$ cat config.mk
export PLATFORM = sky130hd
export DESIGN_NAME = gray_cnt
export DESIGN_NICKNAME = d
export VERILOG_FILES = /design/src/rtl/gray_cnt_pkg.sv /design/src/rtl/gray_cnt_bin2gray.sv /design/src/rtl/gray_cnt.sv
export SDC_FILE = /design/constraint.sdc
export NUM_CORES = 1
export LEC_CHECK = 0
export ABC_AREA = 1
export CAP_MARGIN = 0
export CORE_AREA = 2 2 39 41
export DETAILED_ROUTE_END_ITERATION = 16
export DIE_AREA = 0 0 41 43
export PLACE_DENSITY = 0.61
export SETUP_SLACK_MARGIN = 0.5
export SYNTH_ARGS = -nofsm -noshare
export SYNTH_HDL_FRONTEND = slang
export SYNTH_SLANG_ARGS = --single-unit
$ cat constraint.sdc
create_clock -name i_clk -period 1.73 [get_ports i_clk]
set_clock_uncertainty 0.05 [all_clocks]
set_input_delay 0.4325 -clock i_clk [delete_from_list [all_inputs] [get_ports i_clk]]
set_output_delay 0.4325 -clock i_clk [all_outputs]
set_load 0.005 [all_outputs]
$ cat src/rtl/gray_cnt_pkg.sv
// Shared constants and types for the up/down Gray counter slice.
package gray_cnt_pkg;

  localparam int BW_DATA_DEF = 3;
  localparam int CLKFREQ     = 100_000_000;

  // Resolved per-edge operation after priority (reset is handled in the register).
  typedef enum logic [1:0] {
    OP_HOLD,
    OP_LOAD,
    OP_UP,
    OP_DOWN
  } cnt_op_e;

  // Status pulses that accompany each count update.
  typedef struct packed {
    logic step;
    logic wrap;
  } cnt_flags_t;

endpackage

$ cat src/rtl/gray_cnt_bin2gray.sv
// Combinational binary-to-Gray converter, b ^ (b >> 1).
module gray_cnt_bin2gray #(
  parameter int BW_DATA = gray_cnt_pkg::BW_DATA_DEF
) (
  input  logic [BW_DATA-1:0] bin,
  output logic [BW_DATA-1:0] gray
);

  // Each Gray bit is the XOR of adjacent binary bits; the MSB passes through.
  always_comb begin
    gray = bin ^ (bin >> 1);
  end

endmodule

$ cat src/rtl/gray_cnt.sv
// Up/down binary counter with a registered, cycle-aligned Gray output
// and one-cycle step/wrap status pulses.
module gray_cnt
  import gray_cnt_pkg::*;
#(
  parameter int BW_DATA = BW_DATA_DEF
) (
  input  logic               i_clk,
  input  logic               i_rst,
  input  logic               i_en,
  input  logic               i_dir,
  input  logic               i_load,
  input  logic [BW_DATA-1:0] i_load_val,
  output logic [BW_DATA-1:0] o_binary,
  output logic [BW_DATA-1:0] o_gray,
  output logic               o_step,
  output logic               o_wrap
);

  cnt_op_e            op;
  logic [BW_DATA-1:0] bin_q;
  logic [BW_DATA-1:0] bin_nxt;
  logic [BW_DATA-1:0] gray_nxt;
  cnt_flags_t         flags_q;
  cnt_flags_t         flags_nxt;

  // Priority: load beats enable; direction is sampled on the same edge.
  always_comb begin
    op = OP_HOLD;
    if (i_load)     op = OP_LOAD;
    else if (i_en)  op = i_dir ? OP_UP : OP_DOWN;
  end

  // Next count and status; wrap is detected from the old value at the extremes.
  always_comb begin
    bin_nxt   = bin_q;
    flags_nxt = '0;
    case (op)
      OP_LOAD: bin_nxt = i_load_val;
      OP_UP: begin
        bin_nxt        = bin_q + BW_DATA'(1);
        flags_nxt.step = 1'b1;
        flags_nxt.wrap = &bin_q;
      end
      OP_DOWN: begin
        bin_nxt        = bin_q - BW_DATA'(1);
        flags_nxt.step = 1'b1;
        flags_nxt.wrap = ~|bin_q;
      end
      default: ;
    endcase
  end

  // Gray is derived from the next value so it lands in the same edge as the count.
  gray_cnt_bin2gray #(.BW_DATA(BW_DATA)) u_bin2gray (
    .bin  (bin_nxt),
    .gray (gray_nxt)
  );

  // Count, Gray and status registers with synchronous reset.
  always_ff @(posedge i_clk) begin
    if (i_rst) begin
      bin_q   <= '0;
      o_gray  <= '0;
      flags_q <= '0;
    end else begin
      bin_q   <= bin_nxt;
      o_gray  <= gray_nxt;
      flags_q <= flags_nxt;
    end
  end

  assign o_binary = bin_q;
  assign o_step   = flags_q.step;
  assign o_wrap   = flags_q.wrap;

endmodule
---- Word level (Yosys, flattened, before mapping) ----
Cells that the tools add are included.
word-level totals
  bits in registers ....................... 8
  input port bits ......................... 8
  logic and storage cells ................. 18
cells by class
  add/sub/neg operators ................... 2
  eq/ne operators ......................... 3
  muxes and demuxes ....................... 5
  bitwise operators ....................... 1
  reductions and logical operators ........ 3
operators by type and width
  cell                                                  count
  one-hot mux 3 bit (3 select lines)                    1
  equality test 2 bit (second input constant)           2
  two-way mux 2 bit                                     2
  one-hot mux 2 bit (2 select lines)                    1
  adder 3 x 1 -> 3 bit (second input constant)          1
  AND reduction 3 bit                                   1
  OR reduction 3 bit                                    1
  subtractor 3 x 1 -> 3 bit (second input constant)     1
  bitwise XOR 3 x 2 -> 3 bit                            1
  equality test 2 x 1 -> 1 bit (second input constant)  1
  zero test 1 bit                                       1
  two-way mux 1 bit                                     1

---- Depth between registers and ports, before layout ----
  word-level depth ........................ 6
  depth in mapped cells ................... 14
  depth with buffers taken out ............ 14

---- Hierarchy ----
A second synthesis with hierarchy kept.
second synthesis, totals
  cells, all modules ...................... 69
  area, all modules ....................... 451.7 µm²
by module, submodules not included
  module             instances  cells each  area each (µm²)  seq. area each (µm²)
  gray_cnt           1          59          410.4            160.2
  gray_cnt_bin2gray  1          10          41.3             0.0

---- Worst setup path after synthesis ----
No wires, ideal clock.
  kind .................................... input-to-reg
  start point ............................. input i_en
  end point ............................... register o_gray[1]
  setup time .............................. 0.113 ns
  arrival ................................. 1.465 ns
  required time ........................... 1.567 ns
  slack ................................... 0.102 ns
  stages .................................. 12
  path buffers ............................ 0
  path through ............................ inv_1 -> nor2_1 -> nand3_1 -> nand2_1 -> inv_1 -> ha_1 -> o22ai_1 -> inv_1 -> nand2_1 -> inv_1 -> nor2_1 -> nor2_1
on the way
  cells in the longest elaborated chain, start to end .. 5
  elaborated cells on any way between the ends .. 7
ends and longest elaborated chain
  what                                                                 RTL line                 text
  start: declaration                                                   gray_cnt.sv:10           input logic i_en,
  two-way mux 2 bit (*)                                                gray_cnt.sv:31           else if (i_en) op = i_dir ? OP_UP : OP_DOWN;
  two-way mux 2 bit (*)                                                gray_cnt.sv:30           if (i_load) op = OP_LOAD;
  equality test 2 bit or equality test 2 x 1 -> 1 bit (tied branches)  gray_cnt.sv:38           case (op)
  one-hot mux 3 bit (3 select lines) (*)                               gray_cnt.sv:38
  bitwise XOR 3 x 2 -> 3 bit (*)                                       gray_cnt_bin2gray.sv:11  gray = bin ^ (bin >> 1);
  end signal: assignment                                               gray_cnt.sv:68           o_gray <= gray_nxt;
  end: declaration                                                     gray_cnt.sv:15           output logic [BW_DATA-1:0] o_gray,
Every way passes the cells marked *; elsewhere a longest branch is shown, timed or not.
A chain may end at the register's enable or synchronous reset.

---- Final worst setup path ----
Same ends and word-level chain as after synthesis.

==> results.md <==
* Outcome: finished, final reports clean
* Die Wd at 41 microns
* Post-synth top area cell: dfxtp_1
* FF+latch count, synth at 7
* Worst setup SP type: primary input
* I/O Buffers at 15
* # IOs at 16
* CP endpoint kind: flip-flop
* Mapped Cells at 64
* Initial antenna violation count at 0
* Worst Max-Slew Pin Slew at 0.326 ns
* First-pass GRT wire length at 2200 microns
* Die Area at 1760 sq um
* Ratio of cells with drive above 1 in the final layout at 56.9%
* Achievable Freq at 0.648 GHz
* PD cells at 643 nW/um^2
* Slew margin rel. at 78.3%
* Clock transition at path regs at 0.05 ns
* Cts hold-fix bufs at 0
* Crit-path max FO at 4
* Worst setup margin at 0.187 ns
* Core Area at 1380 sq um
* P_leak at 0.418 nW
* Dpl hpwl at 806 microns
* Layout area overhead at 109%
* Inst Count DP at 103
* Max-Cap Viols at 0
* Root buf cell: clkbuf_4
* Synth area leaders: dfxtp_1, nand2_1, inv_1
* Startpoint of the worst hold path: o_binary[0]
* DR vias at 528
* Final setup vio count at 0
* Largest net degree at the start of global routing at 6
* Mux share of post-synthesis cell area at 0%
* Final ANT Viol Nets at 0
* Critical path type: in2reg
* Final Cycle Share at 89.2%
* Vias in the first global route at 541
* CTS H-tree depth at 1
* Commonest non-fill, non-tap cell in the layout: nand2_1
* Nets at 112
* Gr usage total at 18.6%
* Routed vias/inst at 4.47
* Clock Sinks at 7
* Post-synthesis compound-gate area fraction at 8.31%
* Place WS at -0.538 ns
* Router iterations before antenna repair at 3
* Warnings, synthesis at 0
* TritonCTS clock tree: done
* Post-synthesis simple-gate area fraction at 37.4%
* Synth Area per Inst at 6.12 sq um
* Die Y at 43 microns
* Storage element area at 144 sq um
* Critical Path AT at 1.64 ns
* Max-slew violations at 0
* Worst Hold Class: reg2reg
* Multi-input logic area at 270 sq um
* CTS Buf Count at 3
* N_diodes at 0
* Detailed Route WL at 1280 microns
* Total power at 0.000526 W
* XOR/XNOR Fraction of Synth Area at 0%
* Total gr overflow at 0
* Placer Congestion at 0.729
* Post-synth top area share at 35.8%
* Largest family of logic cells by synthesized area: simple AND/OR/NAND/NOR gates
* Most frequent cells in the layout: nand2_1, buf_4, buf_6
* Later-pin clock latency in the skew report at 0.25 ns
* Post-synth net total at 73
* Reg2Reg Launch Point: o_binary[1]
* Post-route non-filler standard cell count at 118
* Sequential fraction of the synthesis area at 35.8%
* Crit path launch: i_en
* RSZ-0062 raised after global routing: true
* Drt drc at 0
* Synth Cell Area at 392 sq um
* Initial DRC Count at 3
* Initial Utilization at 28.3%
* Hold Slack at 0.586 ns
* Tmin final at 1.54 ns
* Num rows at 14
* Req. time, crit path at 1.83 ns
* Adder-cell share of the synthesized area at 3.19%
* Avg WL per Cell at 10.9 microns
* CTS max path bufs at 2
* Final Hold Fails at 0
* VDD IR max at 0.436 mV
* Filler cells at 135
* Count of cell types in the netlist at 16
[power by group]
part | switching, W | leakage, nW | internal, W | total, W
registers | 0.00000909 | 0.0588 | 0.000175 | 0.000184
clock network | 0.0000648 | 0.0150 | 0.0000883 | 0.000153
logic | 0.0000864 | 0.344 | 0.000102 | 0.000189
[critical path: stages]
cell and delay (ns):
buf_6 0.07, buf_6 0.12, inv_12 0.03, nor2_4 0.10, nand3_2 0.10, nand2_2 0.08, inv_2 0.04, ha_4 0.25
o22ai_2 0.06, inv_1 0.06, nand2_2 0.08, inv_2 0.07, nand2_1 0.05, nand2_1 0.06, nor2_1 0.04
[through the flow]
step	utilization, %	TNS [ns]	cell area (sq um)
after floorplan	-	0	419
after global placement	46.9	-2.11	649
after detailed placement	46.9	-2.21	649
after CTS	54.4	0	753
after global routing	59.1	0	818
final	59.1	0	818
[logic make-up after synthesis]
family / Yosys count
and+or+nand+nor: 36
buffers and inverters: 15
DFF: 7
AOI/OAI and AO/OA: 5
adders and majority gates: 1
[area by class of cell]
type                            instances  area share [%]
Tap cell                               16            2.45
Multi-Input combinational cell         42            33.0
Inverter                               14            7.95
Sequential cell                         7            17.6
Clock buffer                            4            3.21
Timing Repair Buffer                   35            35.8
[synth_stat cells, drive strengths merged]
library cell / count
inv: 14
o21a: 1
nor2: 12
nand3: 4
buf: 1
dfxtp: 7
o221ai: 1
o22ai: 1
nand2: 18
a21oi: 1
nor4: 1
nor3: 1
ha: 1
o21ai: 1
[what timing repair did]
item / 4_1_cts / 5_1_grt
endpoints found under the setup margin: 15 / 10
resized for setup: 60 / 13
pin swaps: 13 / 12
setup buffers: 9 / 2
[routing by layer]
| layer | GRT usage, % | wire, microns |
|---|---|---|
| met5 | 0 | 0 |
| met4 | 6.00 | 0 |
| met3 | 6.28 | 21 |
| met2 | 31.6 | 727 |
| met1 | 20.5 | 535 |
[path summary, 6_finish.rpt]
path,end,slack [ns],cells after the start
worst max register to register,o_gray[1],0.23,12
worst min-delay path,o_wrap,0.59,2
worst min register to register,o_wrap,0.59,2
worst max-delay path,o_gray[1],0.19,15
[sequential cells by signal, summed over array words and instances (netlist names)]
signal and cells:
o_wrap 1, o_step 1, o_gray 3, o_binary 2
Note: power is estimated with default switching activity, not from simulation.
